===== config.mk =====
export PLATFORM = sky130hd
export DESIGN_NAME = baud_gen_frac_flat
export DESIGN_NICKNAME = d
export VERILOG_FILES = /design/src/rtl/uart_pkg.sv /design/src/rtl/baud_gen_frac_if.sv /design/src/rtl/frac_div_core.sv /design/src/rtl/baud_gen_frac.sv /design/src/flat_wrapper.sv
export SDC_FILE = /design/constraint.sdc
export NUM_CORES = 1
export LEC_CHECK = 0
export ABC_AREA = 1
export ABC_CLOCK_PERIOD_IN_PS = 4400
export BUFFER_PORTS_ARGS = -buffer_cell sky130_fd_sc_hd__buf_2
export CORE_MARGIN = 2
export CORE_UTILIZATION = 50
export CTS_CLUSTER_SIZE = 16
export DETAILED_ROUTE_END_ITERATION = 8
export GPL_TIMING_DRIVEN = 0
export HOLD_SLACK_MARGIN = 0.06
export PLACE_DENSITY = 0.68
export SLEW_MARGIN = 10
export SYNTH_ARGS = -nofsm -noshare
export SYNTH_HDL_FRONTEND = slang
export SYNTH_SLANG_ARGS = --single-unit
export TNS_END_PERCENT = 30

===== constraint.sdc =====
create_clock -name clk -period 4.4 [get_ports clk]
set_clock_uncertainty 0.15 [all_clocks]
set_input_delay 0.22 -clock clk [delete_from_list [all_inputs] [get_ports clk]]
set_output_delay 0.22 -clock clk [all_outputs]
set_load 0.01 [all_outputs]

===== src/rtl/uart_pkg.sv =====
// Shared UART clocking definitions: default widths, 50 MHz divisor
// constants for common baud rates and the divisor record type.
package uart_pkg;

    localparam int DIV_W_DEF  = 16;
    localparam int FRAC_W_DEF = 4;
    localparam int OVS_DEF    = 16;

    // 50 MHz / (baud * 16), split into integer and 1/16 fractional parts
    localparam int DIV_9600_INT    = 325;
    localparam int DIV_9600_FRAC   = 8;
    localparam int DIV_115200_INT  = 27;
    localparam int DIV_115200_FRAC = 2;

    typedef struct packed {
        logic [DIV_W_DEF-1:0]  int_part;
        logic [FRAC_W_DEF-1:0] frac_part;
    } divisor_t;

endpackage


===== src/rtl/baud_gen_frac_if.sv =====
// Configuration and strobe bundle between the register block, the baud
// generator and the UART Tx/Rx cores.
interface baud_gen_frac_if
    import uart_pkg::*;
#(
    parameter int DIV_W  = DIV_W_DEF,
    parameter int FRAC_W = FRAC_W_DEF
);

    logic              en;
    logic [DIV_W-1:0]  div_int;
    logic [FRAC_W-1:0] div_frac;
    logic              div_load;
    logic              rx_tick;
    logic              tx_tick;
    logic              cfg_err;

    modport master (
        output en, div_int, div_frac, div_load,
        input  rx_tick, tx_tick, cfg_err
    );

    modport slave (
        input  en, div_int, div_frac, div_load,
        output rx_tick, tx_tick, cfg_err
    );

endinterface


===== src/rtl/frac_div_core.sv =====
// Fractional clock divider: down-counter with a fractional accumulator
// that stretches a period by one cycle on each accumulator carry. Holds
// the active divisor and the pending shadow, and produces the rx strobe.
module frac_div_core #(
    parameter int DIV_W        = 16,
    parameter int FRAC_W       = 4,
    parameter int DIV_RST_INT  = 325,
    parameter int DIV_RST_FRAC = 8
) (
    input  logic              clk,
    input  logic              reset,
    input  logic              i_en,
    input  logic [DIV_W-1:0]  i_div_int,
    input  logic [FRAC_W-1:0] i_div_frac,
    input  logic              i_div_load,
    output logic              o_rx_tick,
    output logic              o_reload,
    output logic              o_apply,
    output logic              o_apply_bad
);

    localparam logic [DIV_W-1:0] RST_CNT = (DIV_RST_INT < 2) ? DIV_W'(1) : DIV_W'(DIV_RST_INT - 1);

    logic [DIV_W-1:0]  r_a_int;
    logic [FRAC_W-1:0] r_a_frac;
    logic [DIV_W-1:0]  r_sh_int;
    logic [FRAC_W-1:0] r_sh_frac;
    logic              r_pend;
    logic [DIV_W-1:0]  r_cnt;
    logic [FRAC_W-1:0] r_acc;
    logic              r_rx_tick;

    logic              w_reload;
    logic              w_apply;
    logic [DIV_W-1:0]  w_next_int;
    logic [FRAC_W-1:0] w_next_frac;
    logic [DIV_W-1:0]  w_e_m1;
    logic [FRAC_W:0]   w_sum;

    // Reload detection, pending-divisor application and next-period arithmetic
    always_comb begin
        w_reload    = i_en && (r_cnt == '0);
        w_apply     = r_pend && (!i_en || w_reload);
        w_next_int  = w_apply ? r_sh_int  : r_a_int;
        w_next_frac = w_apply ? r_sh_frac : r_a_frac;
        w_e_m1      = (w_next_int < DIV_W'(2)) ? DIV_W'(1) : (w_next_int - DIV_W'(1));
        w_sum       = {1'b0, r_acc} + {1'b0, w_next_frac};
    end

    // Divisor shadow/active registers, period counter and fractional accumulator
    always_ff @(posedge clk or negedge reset) begin
        if (!reset) begin
            r_a_int   <= DIV_W'(DIV_RST_INT);
            r_a_frac  <= FRAC_W'(DIV_RST_FRAC);
            r_sh_int  <= '0;
            r_sh_frac <= '0;
            r_pend    <= 1'b0;
            r_cnt     <= RST_CNT;
            r_acc     <= '0;
            r_rx_tick <= 1'b0;
        end else begin
            if (w_apply) begin
                r_a_int  <= r_sh_int;
                r_a_frac <= r_sh_frac;
            end
            if (i_div_load) begin
                r_sh_int  <= i_div_int;
                r_sh_frac <= i_div_frac;
                r_pend    <= 1'b1;
            end else if (w_apply) begin
                r_pend <= 1'b0;
            end
            if (!i_en) begin
                r_cnt     <= w_e_m1;
                r_acc     <= '0;
                r_rx_tick <= 1'b0;
            end else if (w_reload) begin
                r_cnt     <= w_e_m1 + DIV_W'(w_sum[FRAC_W]);
                r_acc     <= w_sum[FRAC_W-1:0];
                r_rx_tick <= 1'b1;
            end else begin
                r_cnt     <= r_cnt - DIV_W'(1);
                r_rx_tick <= 1'b0;
            end
        end
    end

    assign o_rx_tick   = r_rx_tick;
    assign o_reload    = w_reload;
    assign o_apply     = w_apply;
    assign o_apply_bad = (r_sh_int < DIV_W'(2));

endmodule


===== src/rtl/baud_gen_frac.sv =====
// Fractional UART baud generator: oversampled rx strobe from the divider
// core, tx strobe on every OVS-th rx strobe, and a sticky flag for an
// out-of-range integer divisor.
module baud_gen_frac
    import uart_pkg::*;
#(
    parameter int DIV_W        = DIV_W_DEF,
    parameter int FRAC_W       = FRAC_W_DEF,
    parameter int OVS          = OVS_DEF,
    parameter int DIV_RST_INT  = DIV_9600_INT,
    parameter int DIV_RST_FRAC = DIV_9600_FRAC
) (
    input logic             clk,
    input logic             reset,
    baud_gen_frac_if.slave  bus
);

    localparam int              OVS_W    = $clog2(OVS);
    localparam logic [OVS_W-1:0] OVS_LAST = OVS_W'(OVS - 1);

    logic             w_rx_tick;
    logic             w_reload;
    logic             w_apply;
    logic             w_apply_bad;
    logic [OVS_W-1:0] r_ovs_cnt;
    logic             r_tx_tick;
    logic             r_cfg_err;

    frac_div_core #(
        .DIV_W        (DIV_W),
        .FRAC_W       (FRAC_W),
        .DIV_RST_INT  (DIV_RST_INT),
        .DIV_RST_FRAC (DIV_RST_FRAC)
    ) u_core (
        .clk         (clk),
        .reset       (reset),
        .i_en        (bus.en),
        .i_div_int   (bus.div_int),
        .i_div_frac  (bus.div_frac),
        .i_div_load  (bus.div_load),
        .o_rx_tick   (w_rx_tick),
        .o_reload    (w_reload),
        .o_apply     (w_apply),
        .o_apply_bad (w_apply_bad)
    );

    // Oversample counter, tx strobe and divisor range flag
    always_ff @(posedge clk or negedge reset) begin
        if (!reset) begin
            r_ovs_cnt <= '0;
            r_tx_tick <= 1'b0;
            r_cfg_err <= 1'b0;
        end else begin
            if (w_apply) begin
                r_cfg_err <= w_apply_bad;
            end
            if (!bus.en) begin
                r_ovs_cnt <= '0;
                r_tx_tick <= 1'b0;
            end else if (w_reload) begin
                r_tx_tick <= (r_ovs_cnt == OVS_LAST);
                r_ovs_cnt <= (r_ovs_cnt == OVS_LAST) ? '0 : (r_ovs_cnt + OVS_W'(1));
            end else begin
                r_tx_tick <= 1'b0;
            end
        end
    end

    assign bus.rx_tick = w_rx_tick;
    assign bus.tx_tick = r_tx_tick;
    assign bus.cfg_err = r_cfg_err;

endmodule


===== src/flat_wrapper.sv =====
// flat-port wrapper written by rule: the top's interface ports become plain ports
module baud_gen_frac_flat import uart_pkg::*;
#(
    parameter int DIV_W        = DIV_W_DEF,
    parameter int FRAC_W       = FRAC_W_DEF,
    parameter int OVS          = OVS_DEF,
    parameter int DIV_RST_INT  = DIV_9600_INT,
    parameter int DIV_RST_FRAC = DIV_9600_FRAC
)
  (clk, reset, bus_en, bus_div_int, bus_div_frac, bus_div_load, bus_rx_tick, bus_tx_tick, bus_cfg_err);
  baud_gen_frac_if #(.DIV_W(DIV_W), .FRAC_W(FRAC_W)) bus_i ();
  input logic clk;
  input logic reset;
  input wire logic [$bits(bus_i.en)-1:0] bus_en;
  input wire logic [$bits(bus_i.div_int)-1:0] bus_div_int;
  input wire logic [$bits(bus_i.div_frac)-1:0] bus_div_frac;
  input wire logic [$bits(bus_i.div_load)-1:0] bus_div_load;
  output wire logic [$bits(bus_i.rx_tick)-1:0] bus_rx_tick;
  output wire logic [$bits(bus_i.tx_tick)-1:0] bus_tx_tick;
  output wire logic [$bits(bus_i.cfg_err)-1:0] bus_cfg_err;
  assign bus_i.en = bus_en;
  assign bus_i.div_int = bus_div_int;
  assign bus_i.div_frac = bus_div_frac;
  assign bus_i.div_load = bus_div_load;
  assign bus_rx_tick = bus_i.rx_tick;
  assign bus_tx_tick = bus_i.tx_tick;
  assign bus_cfg_err = bus_i.cfg_err;
  baud_gen_frac #(.DIV_W(DIV_W), .FRAC_W(FRAC_W), .OVS(OVS), .DIV_RST_INT(DIV_RST_INT), .DIV_RST_FRAC(DIV_RST_FRAC)) u_core (.clk(clk), .reset(reset), .bus(bus_i));
endmodule

# After elaboration in Yosys (flattened, before gate mapping)
# Cells that the tools add are included.
totals:
  inputBits: 24
  regBits: 68
classes:
  muxes: 16
  eq_ne: 2
  reduce_logical: 6
  order_cmp: 2
  n_addsub: 5
op_table:
  columns: ["cell", "n"]
  rows:
  - ["$mux 16", 4]
  - ["$lt 16x2->1 const B", 2]
  - ["$sub 16x1->16 const B", 2]
  - ["$mux 4", 6]
  - ["$add 16x1->16", 1]
  - ["$logic_not 16->1", 1]
  - ["$mux 1", 6]
  - ["$add 4x4->5", 1]
  - ["$add 4x1->4 const B", 1]
  - ["$eq 4x4->1 const B", 1]
  - ["$logic_and 1x1->1", 2]
  - ["$ne 2x1->1 const B", 1]
  - ["$reduce_bool 2->1", 1]
  - ["$logic_not 1->1", 1]
  - ["$logic_or 1x1->1", 1]

# Depth between registers and ports, before layout
# Gate-level depths: netlist of the first run.
depth:
  depth_word: 10
  ltp_mapped: 27
  ltp_nobuf: 25

# Hierarchy
# From an unflattened synthesis of the first run, not the netlist that was laid out.
unflattened:
  hier_cells: 632
  area_unflattened_um2: 4782.1
by_module_without_submodules:
  columns: ["module", "cells_per_inst", "instances", "seq_area_each_um2", "area_each_um2"]
  rows:
  - ["frac_div_core", 601, 1, 1561.5, 4496.8]
  - ["baud_gen_frac", 31, 1, 150.1, 285.3]

# Worst setup path after synthesis of the first run
# OpenSTA, ideal clock, no wires.
synth_timing:
  path_type: "reg-to-reg"
  startpoint: "register u_core.u_core.r_cnt[0]"
  endpoint: "register u_core.u_core.r_cnt[8]"
  n_path_buf: 2
  path_slack_ps: 944
  arrival_time_ps: 3242
  t_required_ps: 4186
  synth_period_minus_slack_ps: 3456
  path_stages_with_launch: 25
  path_cell_list: "dfrtp_1 -> inv_1 -> ha_1 -> nand2_2 -> nor2_2 -> nand2_2 -> nand2_4 -> nand2_4 -> buf_6 -> clkbuf_1 -> nand2_1 -> o21ai_0 -> ha_1 -> fa_1 -> a21oi_1 -> o21bai_1 -> ha_1 -> ha_1 -> inv_1 -> nor2_1 -> nand3_1 -> nor2_1 -> a21oi_1 -> o21ai_1 -> nand3_1"
synth_rtl:
  columns: ["element", "line_no", "source"]
  rows:
  - ["start: declaration", "frac_div_core.sv:29", "logic [DIV_W-1:0] r_cnt;"]
  - ["start signal: assignment", "frac_div_core.sv:74", "r_cnt <= w_e_m1;"]
  - ["start signal: assignment", "frac_div_core.sv:78", "r_cnt <= w_e_m1 + DIV_W'(w_sum[FRAC_W]);"]
  - ["start signal: assignment", "frac_div_core.sv:82", "r_cnt <= r_cnt - DIV_W'(1);"]
  - ["$logic_not 16->1", "frac_div_core.sv:42", "w_reload = i_en && (r_cnt == '0);"]
  - ["$logic_and 1x1->1", "frac_div_core.sv:42", null]
  - ["$logic_or 1x1->1", "frac_div_core.sv:43", "w_apply = r_pend && (!i_en || w_reload);"]
  - ["$logic_and 1x1->1", "frac_div_core.sv:43", null]
  - ["$mux 4", null, null]
  - ["net u_core.u_core.w_next_frac[0]", "frac_div_core.sv:36", "logic [FRAC_W-1:0] w_next_frac;"]
  - ["$add 4x4->5", "frac_div_core.sv:47", "w_sum = {1'b0, r_acc} + {1'b0, w_next_frac};"]
  - ["$add 16x1->16", "frac_div_core.sv:78", null]
  - ["$mux 16", "frac_div_core.sv:77", "end else if (w_reload) begin"]
  - ["$mux 16", "frac_div_core.sv:73", "if (!i_en) begin"]
# The timed path passes the listed nets, and every way through them passes these cells.
# A chain may end at the register's enable or synchronous reset.

# Worst setup path in the final report of the first run
# Same ends and word-level chain as after synthesis.

==> results.cfg, run 1 <==
[place]
port_buffers = 25
pre_cts_slack_ns = 0.413
place_congestion = 0.858
detailedPlacementHpwl_mm = 7.21

[global_route]
initial_antenna_violation_count = 0
maximum_number_of_pins_on_one_net_before_global_route_repair = 36
globalRouteTotalUtil_pct = 22.4
first_global_vias = 3746
grt-ovfl-total = 0
grt_first_pass_wirelength_mm = 17.3

[critical_path]
crit_path_start_kind = flip-flop
cp_cell_sequence = inv_1 -> ha_1 -> nand2_2 -> nor2_2 -> nand2_2 -> nand2_4 -> nand2_4 -> buf_6 -> clkbuf_1 -> o21ai_1 -> ha_1 -> fa_1 -> a21oi_1 -> o21bai_1 -> ha_1 -> ha_1 -> inv_1 -> nor2_1 -> nand3_1 -> nor2_1 -> a21oi_1 -> o21ai_1 -> nand3_1
worstRegToRegCells = 23
critPathMaxFanout = 10
max_stage_delay_ns = 0.42
timing_worst_setup_path_type = reg2reg
cp_slowest_cell = fa_1
most_prevalent_standard_cell_on_the_critical_path = ha_1
cp_data_arrival_time_ns = 4.10
cp_num_buf_inv = 4
crit_family = adder cells
worst-endpoint-required_ns = 4.53
worstSetupPathDepth = 23
crit_path_end_kind = flip-flop

[finish]
syn2layout_area_growth_pct = 18.1
seq_area_mm2 = 0.00171
antenna_cells = 0
final_nets = 661
post_route_cells_drive_above_1_share_pct = 19.8
total_area_of_multi_input_combinational_cells_mm2 = 0.00221
num-fill-cells = 750

[sta]
timing.final.setup_violations = 0
fmax_ghz = 0.252
slew_at_the_pin_closest_to_its_max_slew_limit_ns = 0.743
finalWorstSetupSlack_ns = 0.428
timing.slew.headroom_pct = 50.3
grt_setup_unrepaired = no
finalCriticalPeriod_ns = 3.97
finalHoldViolCount = 0
timing.final.crit_share_pct = 90.3
hold_ws_ns = 0.122
fin_setup_tns_ns = 0
timing.final.max_slew_violations = 0

[die]
core-area_mm2 = 0.00826
initial_utilization_pct = 52.0
io_pins = 27
die_height_um = 96.7
dieArea_mm2 = 0.00935
std_cell_rows = 33
die_width_um = 96.7

[logic_synthesis]
mappedNetlistNets = 600
synth.largest_area_cell = dfrtp_1
ys_top_cells_by_area = dfrtp_1, nand2_1, nand3_1, inv_1, dfstp_2
yosys.cell_count.top_type = nand2_1
netlist_instances = 566
syn-cell-area_mm2 = 0.00430
synth.top_cells.by_count = nand2_1, inv_1, dfrtp_1
avgSynthCellArea_um2 = 7.59
synth-async-reset-ratio_pct = 100
synth.ff_latch_count = 68
synth_flop_cell = dfrtp_1
synth.yosys.warnings = 0
yosysTopAreaCellShare_pct = 34.9
post_synth_num_cell_types = 41
synth_enable_flop_cells = 0
synth.yosys.seq_area_share_pct = 39.8

[cts]
worst_skew_late_latency_ns = 0.34
htreeDepth = 3
ctsRootBufferMaster = clkbuf_8
cts_made_buffers = 9
cts_max_path_buffers = 2
post-cts-setup-buffers = 0
clock_tree_from_tritoncts = done
cts.sink_count = 68
path_clk_slew_ns = 0.08

[power_and_ir_drop]
p_leak_nw = 2.49
totalPowerFinal_mw = 1.96
power.density_mw_per_mm2 = 386
max-vdd-ir-drop_mv = 0.243

[flow_run]
max_cap_viol_count = 0

[drt]
detail_route.wl_per_cell_um = 13.1
drtPass1Iterations = 4
post-route-drc-count = 0
wirelength_mm = 9.68
drtAntennaViolNets = 0
routed_via_density = 4.95
dr_total_vias = 3646
detailedRoute.firstIterationViolations = 128

[worst_hold_path]
type_of_the_most_critical_hold_path = in2reg
worst_hold_path.num_cells = 3

[outcome]
status = finished, final reports clean
## final timing paths
kind	slack (ns)	to	from
worst max register to register	0.43	u_core.u_core.r_cnt[8]$_DFF_PN1_	u_core.u_core.r_cnt[0]$_DFF_PN0_
worst max-delay path	0.43	u_core.u_core.r_cnt[8]$_DFF_PN1_	u_core.u_core.r_cnt[0]$_DFF_PN0_
min in group asynchronous	0.21	u_core.u_core.r_sh_frac[1]$_DFFE_PN0P_	reset
max in group asynchronous	3.28	u_core.u_core.r_a_int[8]$_DFF_PN1_	reset
worst min register to register	0.34	u_core.bus.cfg_err$_DFFE_PN0P_	u_core.bus.cfg_err$_DFFE_PN0P_
worst min-delay path	0.12	u_core.u_core.r_pend$_DFFE_PN0P_	bus_div_load
## cell usage in the layout, fill, tap and decap left out, types with 8 or more instances in the layout
master	synthesis	layout
clkbuf_8	0	11
nand3_2	8	8
nand2_1	151	151
ha_1	9	9
buf_2	3	27
dfrtp_1	60	60
a21oi_1	16	16
dlygate4sd3_1	0	24
inv_1	63	63
nor2_2	12	12
nand4_1	8	8
nand3_1	54	54
nor2_1	40	40
nor2_4	8	8
o21ai_1	6	8
o21ai_0	28	26
nand2_2	22	22
dfstp_2	8	8
## where the power goes
group	leakage (nW)	internal, mW	switching, mW
clock network	0.130	0.410	0.250
registers	0.840	0.720	0.0581
logic	1.52	0.190	0.332
total	2.49	1.32	0.640
## final cells by class
cell class | count | area share [%]
plain buffers | 16 | 2.22
clock buffers | 11 | 2.98
clock inverters | 5 | 2.12
inverters | 70 | 5.18
multi-input cells | 412 | 43.6
flip-flops and latches | 68 | 33.7
well taps | 105 | 2.59
repair buffers | 50 | 7.64
## logic make-up after synthesis
kind of cell,count (synthesis),share of synthesized area (%)
fa+ha+maj,10,3.09
buf+inv,86,8.73
simple gates,321,36.5
flops,68,39.8
compound gates,73,10.2
xor+xnor,8,1.63
## sequential cells by signal, summed over array words and instances (netlist names)
register,cells
u_core.u_core.r_pend,1
u_core.bus.tx_tick,1
u_core.u_core.r_a_frac,4
u_core.u_core.r_cnt,16
u_core.u_core.r_acc,4
u_core.u_core.r_sh_int,16
u_core.r_ovs_cnt,4
u_core.u_core.o_rx_tick,1
u_core.u_core.r_sh_frac,4
u_core.bus.cfg_err,1
u_core.u_core.r_a_int,16
## tightest hold or removal path: cells and delay by family
| kind | cells | cell delay, ns |
|---|---|---|
| buffers and inverters | 2 | 0.29 |
| AND/OR/NAND/NOR | 1 | 0.07 |
## metrics by stage
| stage | utilization, % | instance area, um^2 | instances |
|---|---|---|---|
| after global routing | 61.5 | 5080 | 737 |
| after CTS | 61.5 | 5080 | 737 |
| after detailed placement | 55.4 | 4580 | 697 |
| after floorplan | - | 4300 | 566 |
| final | 61.5 | 5080 | 737 |
| after global placement | 55.2 | 4550 | 696 |
## layer usage
metal / routed length, um / share of wire [%] / up-vias / track usage, %
li1: - / - / 1952 / -
met1: 4660 / 48 / 1639 / 28.9
met2: 4700 / 48 / 44 / 38.2
met3: 194 / 2.0 / 11 / 4.05
met4: 134 / 1.4 / 0 / 7.15
met5: 0 / 0 / - / 0
## timing repair
action	in CTS	in global routing
hold buffers	24	0
endpoints found under the setup margin	0	3
resized for setup	0	2
endpoints found under the hold margin	86	0
Note: power is estimated with default switching activity, not from simulation.
==> inputs of run 2 (changes only) <==
Settings changed: BUFFER_PORTS_ARGS -buffer_cell sky130_fd_sc_hd__buf_2 to unset, DONT_BUFFER_PORTS set to 1, PLACE_DENSITY 0.68 to unset, SYNTH_HIERARCHICAL set to 1.
==> results.cfg, run 2 <==
[outcome]
status = finished, final reports clean

[finish]
final_nets = 701
layout_common_cells = nand2_1, inv_1, nand3_1, dfrtp_1, nor2_1
registers_with_the_most_flip_flops = u_core/u_core/r_a_int (16), u_core/u_core/r_cnt (16), u_core/u_core/r_sh_int (16)
final_cell_count_no_fill = 800
mostFrequentLayoutCell = nand2_1
syn2layout_area_growth_pct = 14.2
post_route_cells_drive_above_1_share_pct = 20.1
antenna_cells = 0

[drt]
wirelength_mm = 11.6
post-route-drc-count = 0
drtPass1Iterations = 5
detailedRoute.firstIterationViolations = 273
dr_total_vias = 4168
drtAntennaViolNets = 0
detail_route.wl_per_cell_um = 14.5
routed_via_density = 5.21

[sta]
timing.slew.headroom_pct = 69.7
grt_setup_unrepaired = no
fin_setup_tns_ns = 0
finalCriticalPeriod_ns = 3.85
fmax_ghz = 0.260
slew_at_the_pin_closest_to_its_max_slew_limit_ns = 0.451
finalHoldViolCount = 0
timing.final.max_slew_violations = 0
timing.final.crit_share_pct = 87.6
timing.final.setup_violations = 0

[global_route]
globalRouteTotalUtil_pct = 24.7
maximum_number_of_pins_on_one_net_before_global_route_repair = 69
groute.layer.met1.usage_pct = 35.3
met2_usage_pct = 39.5
initial_antenna_violation_count = 0
global_route.peak_usage_layer = met2
grt-ovfl-total = 0
grt_first_pass_wirelength_mm = 20.0
groute.layer.met3.usage_pct = 3.80
first_global_vias = 4212

[cts]
clock_tree_from_tritoncts = done
cts_made_buffers = 9
worst_skew_late_latency_ns = 0.35
ctsRootBufferMaster = clkbuf_8
cts.sink_count = 68
cts_max_path_buffers = 2
htreeDepth = 3
post-cts-setup-buffers = 0
path_clk_slew_ns = 0.08

[critical_path]
crit_path_end_kind = flip-flop
crit_path_start_kind = flip-flop
timing_worst_setup_path_type = reg2reg
critPathMaxFanout = 10
worst-endpoint-required_ns = 4.49
cp_data_arrival_time_ns = 3.94

[logic_synthesis]
netlist_instances = 632
mappedNetlistNets = 667
post_synth_num_cell_types = 46
synth.yosys.seq_area_share_pct = 35.8
avgSynthCellArea_um2 = 7.57
synth.ff_latch_count = 68
syn-cell-area_mm2 = 0.00478
ys_top_cells_by_area = dfrtp_1, nand2_1, nand3_1, inv_1, dfstp_2
yosysTopAreaCellShare_pct = 31.4
synth.top_cells.by_count = nand2_1, inv_1, nand3_1
synth_enable_flop_cells = 0
synth-async-reset-ratio_pct = 100
yosys.cell_count.top_type = nand2_1
synth.largest_area_cell = dfrtp_1
synth.yosys.warnings = 6
synth_flop_cell = dfrtp_1

[power_and_ir_drop]
power_frac_clock_pct = 33.0
p_leak_nw = 2.61
sw_ratio_pct = 33.7
max-vdd-ir-drop_mv = 0.203
combPwrFrac_pct = 28.5
internal_power_contribution_mw = 1.32
sequentialPowerShare_pct = 38.5
power.density_mw_per_mm2 = 365
switching_power_uw = 672

[die]
initial_utilization_pct = 51.8
std_cell_rows = 35
die_height_um = 102
dieArea_mm2 = 0.0104
core-area_mm2 = 0.00924
io_pins = 27
die_width_um = 102

[flow_run]
max_cap_viol_count = 0

[place]
detailedPlacementHpwl_mm = 8.84
placed_cells = 761
place_congestion = 0.868
port_buffers = 0

[worst_hold_path]
type_of_the_most_critical_hold_path = in2reg
[run 2: changes by cell type in the layout (fill, tap and decap cells not counted), sizes merged, moves of 3 or more]
cell,delta
o221ai,-3
a21oi,-4
nand2,+18
nand4,+3
o21ai,+5
xor2,+4
nand3,+18
nor3,-4
a22oi,+3
nor2,+15
inv,+12
buf,-27
[run 2: metrics by stage]
| stage | hold WS (ns) | util [%] | setup WS, ns | area, um^2 | total power, mW |
|---|---|---|---|---|---|
| floorplan | -0.226 | - | 0.842 | 4780 | 1.19 |
| global placement | -0.224 | 53.5 | 0.269 | 4940 | 1.30 |
| detailed placement | -0.224 | 53.5 | 0.200 | 4940 | 1.31 |
| CTS | 0.0858 | 59.1 | 0.176 | 5460 | 2.00 |
| global route | 0.133 | 59.1 | 0.142 | 5460 | 2.11 |
| finish | 0.105 | 59.1 | 0.547 | 5460 | 1.99 |
[run 2: worst paths after layout]
kind | to | depth (start not counted) | start | slack, ns
max in group asynchronous | u_core/u_core/r_cnt[6]$_DFF_PN1_ | 2 | reset | 3.50
max reg2reg | u_core/u_core/r_cnt[14]$_DFF_PN0_ | 24 | u_core/u_core/r_cnt[0]$_DFF_PN0_ | 0.55
min reg2reg | u_core/u_core/r_cnt[0]$_DFF_PN0_ | 1 | u_core/u_core/r_cnt[0]$_DFF_PN0_ | 0.35
min in group asynchronous | u_core/u_core/r_a_int[15]$_DFF_PN0_ | 2 | reset | 0.24
max | u_core/u_core/r_cnt[14]$_DFF_PN0_ | 24 | u_core/u_core/r_cnt[0]$_DFF_PN0_ | 0.55
min | u_core/u_core/r_cnt[10]$_DFF_PN0_ | 4 | bus_en | 0.10
[run 2: repair_timing]
action                                 in CTS  in global routing
setup endpoints to repair                   0                  9
gates resized for setup                     0                  3
endpoints found under the hold margin      96                  0
hold buffers                               24                  0
[run 2: worst max-delay path, stage by stage (launching register included)]
cell and delay, ns:
dfrtp_1 0.38, inv_1 0.10, ha_1 0.24, nand2_2 0.07, nor2_2 0.14, nand2_4 0.10
nand2_8 0.13, nand2_8 0.10, nand2_1 0.07, nand2_1 0.10, nor2_1 0.24, nand2_1 0.14
nor2_4 0.15, nand2_8 0.11, buf_8 0.16, nand2_1 0.10, ha_1 0.19, ha_1 0.18
inv_1 0.06, a21oi_1 0.20, nand3_2 0.17, nor2_2 0.20, nand4_1 0.11, nand3_1 0.10
nand2_1 0.06
[run 2: area by class of cell]
type / instances / area (um^2)
multi-input combinational: 464 / 2600
inverter: 83 / 313
clock buffer: 11 / 151
sequential: 68 / 1710
buffer: 16 / 156
timing repair buffer: 24 / 258
fill: 882 / 3780
tap: 129 / 161
clock inverter: 5 / 108
[run 2: cell families (layout without fill, tap and decap cells)]
kind of cell	after synthesis	after routing	share of synthesized area, %
buf+inv	100	139	9.89
xor+xnor	14	14	2.56
mux	1	1	0.235
fa+ha+maj	11	11	3.04
compound gates	68	68	8.27
simple gates	370	370	40.2
flops	68	68	35.8
[run 2: power by group through the flow]
stage,logic (mW),clock network [mW],registers (mW)
3_5_place_dp,0.530,0,0.779
5_1_grt,0.641,0.696,0.777
3_3_place_gp,0.521,0,0.776
4_1_cts,0.565,0.671,0.767
6_report,0.567,0.658,0.767
2_1_floorplan,0.429,0,0.766
[run 2: layer usage]
metal  up-vias  wire (um)
li1       2097          -
met1      1965       5560
met2        96       5420
met3        10        487
met4         0        129
met5         -          0
==> inputs of run 3 (changes only) <==
Settings changed: RECOVER_POWER set to 100.
==> results.cfg, run 3 (synthesis gave the netlist of run 2 again) <==
[drt]
drtAntennaViolNets = 0
dr_total_vias = 4152
wirelength_mm = 11.6
drtPass1Iterations = 5
detail_route.wl_per_cell_um = 14.5
detailedRoute.firstIterationViolations = 333
post-route-drc-count = 0
routed_via_density = 5.19

[global_route]
grt_first_pass_wirelength_mm = 20.0
first_global_vias = 4212
initial_antenna_violation_count = 0
groute.layer.met1.usage_pct = 35.3
maximum_number_of_pins_on_one_net_before_global_route_repair = 69
globalRouteTotalUtil_pct = 24.7
met2_usage_pct = 39.5
global_route.peak_usage_layer = met2
groute.layer.met3.usage_pct = 3.80
grt-ovfl-total = 0

[sta]
finalHoldViolCount = 0
timing.final.setup_violations = 0
timing.final.max_slew_violations = 69
timing.slew.headroom_pct = -109
fin_setup_tns_ns = 0
fmax_ghz = 0.255
grt_setup_unrepaired = no
timing.final.crit_share_pct = 89.2
finalCriticalPeriod_ns = 3.93
slew_at_the_pin_closest_to_its_max_slew_limit_ns = 3.14
finalWorstSetupSlack_ns = 0.473

[cts]
cts_max_path_buffers = 2
worst_skew_late_latency_ns = 0.34
htreeDepth = 3
cts.sink_count = 68
path_clk_slew_ns = 0.08
cts_made_buffers = 9
clock_tree_from_tritoncts = done
ctsRootBufferMaster = clkbuf_8

[critical_path]
most_prevalent_standard_cell_on_the_critical_path = nand2_1
crit_path_end_kind = flip-flop
max_stage_delay_ns = 0.38
worstRegToRegCells = 26
crit_path_start_kind = flip-flop
critPathMaxFanout = 10
cp_data_arrival_time_ns = 4.07
timing_worst_setup_path_type = reg2reg
worst-endpoint-required_ns = 4.54
worst-r2r-setup-slack_ns = 0.47
cp_slowest_cell = dfrtp_1

[place]
port_buffers = 0
detailedPlacementHpwl_mm = 8.84
place_congestion = 0.868
pre_cts_slack_ns = 0.200

[power_and_ir_drop]
p_leak_nw = 2.61
sequentialPowerShare_pct = 38.7
sw_ratio_pct = 33.7
power.density_mw_per_mm2 = 367
internal_power_contribution_mw = 1.32
max-vdd-ir-drop_mv = 0.203
power_frac_clock_pct = 33.2
totalPowerFinal_mw = 1.98
combPwrFrac_pct = 28.1
switching_power_uw = 669

[finish]
antenna_cells = 0
total_area_of_multi_input_combinational_cells_mm2 = 0.00257
final_nets = 701
post_route_cells_drive_above_1_share_pct = 18.0
num-fill-cells = 892
layout_common_cells = nand2_1, inv_1, nand3_1, dfrtp_1, nor2_1
mostFrequentLayoutCell = nand2_1
seq_area_mm2 = 0.00171
registers_with_the_most_flip_flops = u_core/u_core/r_a_int (16), u_core/u_core/r_cnt (16), u_core/u_core/r_sh_int (16)
syn2layout_area_growth_pct = 13.2

[worst_hold_path]
type_of_the_most_critical_hold_path = in2reg
worst_hold_path.num_cells = 4

[die]
die_width_um = 102
io_pins = 27
dieArea_mm2 = 0.0104
std_cell_rows = 35
initial_utilization_pct = 51.8
core-area_mm2 = 0.00924
die_height_um = 102

[outcome]
status = complete, but fails checks
violations_in_the_final_reports = max-capacitance violations, max-slew violations

[flow_run]
max_cap_viol_count = 1
run 3: metal layers:
layer / vias up / wire length (um)
met5: - / 0
met4: 0 / 113
li1: 2098 / -
met2: 93 / 5380
met1: 1953 / 5580
met3: 8 / 486
run 3: cell type report:
cell class	instances	share of cell area, %
multi-input combinational	464	47.5
sequential	68	31.6
inverter	83	5.78
timing repair buffer	24	4.44
tap	129	2.98
buffer	16	2.87
clock buffer	11	2.80
clock inverter	5	1.99
run 3: power groups by stage:
stage	clock network (mW)	logic, mW	registers, mW
3_5_place_dp	0	0.530	0.779
6_report	0.659	0.558	0.767
4_1_cts	0.671	0.565	0.767
5_1_grt	0.696	0.633	0.777
2_1_floorplan	0	0.429	0.766
3_3_place_gp	0	0.521	0.776
run 3: worst max-delay path: cells and delay by family, from the launching register on:
kind                     cells  cell delay (ns)
AO/OA/AOI/OAI                1             0.20
adder cells (fa/ha/maj)      3             0.61
buffers and inverters        4             0.49
flip-flops                   1             0.38
AND/OR/NAND/NOR             18             2.06
run 3: metrics by stage:
stage | hold slack [ns] | area [um^2] | cells | util, %
floorplan | -0.226 | 4780 | 632 | -
global placement | -0.224 | 4940 | 761 | 53.5
detailed placement | -0.224 | 4940 | 761 | 53.5
CTS | 0.0858 | 5460 | 801 | 59.1
global route | 0.133 | 5410 | 800 | 58.6
finish | 0.106 | 5410 | 800 | 58.6
run 3: timing repair:
| action | 4_1_cts | 5_1_grt |
|---|---|---|
| resized for setup | 0 | 3 |
| endpoints found under the setup margin | 0 | 9 |
| hold buffers | 24 | 0 |
| buffers inserted | 0 | 0 |
| hold endpoints to repair | 96 | 0 |
run 3: final timing paths:
kind                                                       end                             start
setup / recovery              u_core/u_core/r_cnt[8]$_DFF_PN1_  u_core/u_core/r_cnt[0]$_DFF_PN0_
hold / removal               u_core/u_core/r_cnt[10]$_DFF_PN0_                            bus_en
setup reg to reg              u_core/u_core/r_cnt[8]$_DFF_PN1_  u_core/u_core/r_cnt[0]$_DFF_PN0_
hold reg to reg               u_core/u_core/r_cnt[0]$_DFF_PN0_  u_core/u_core/r_cnt[0]$_DFF_PN0_
max in group asynchronous     u_core/u_core/r_cnt[7]$_DFF_PN0_                             reset
min in group asynchronous  u_core/u_core/r_a_int[15]$_DFF_PN0_                             reset
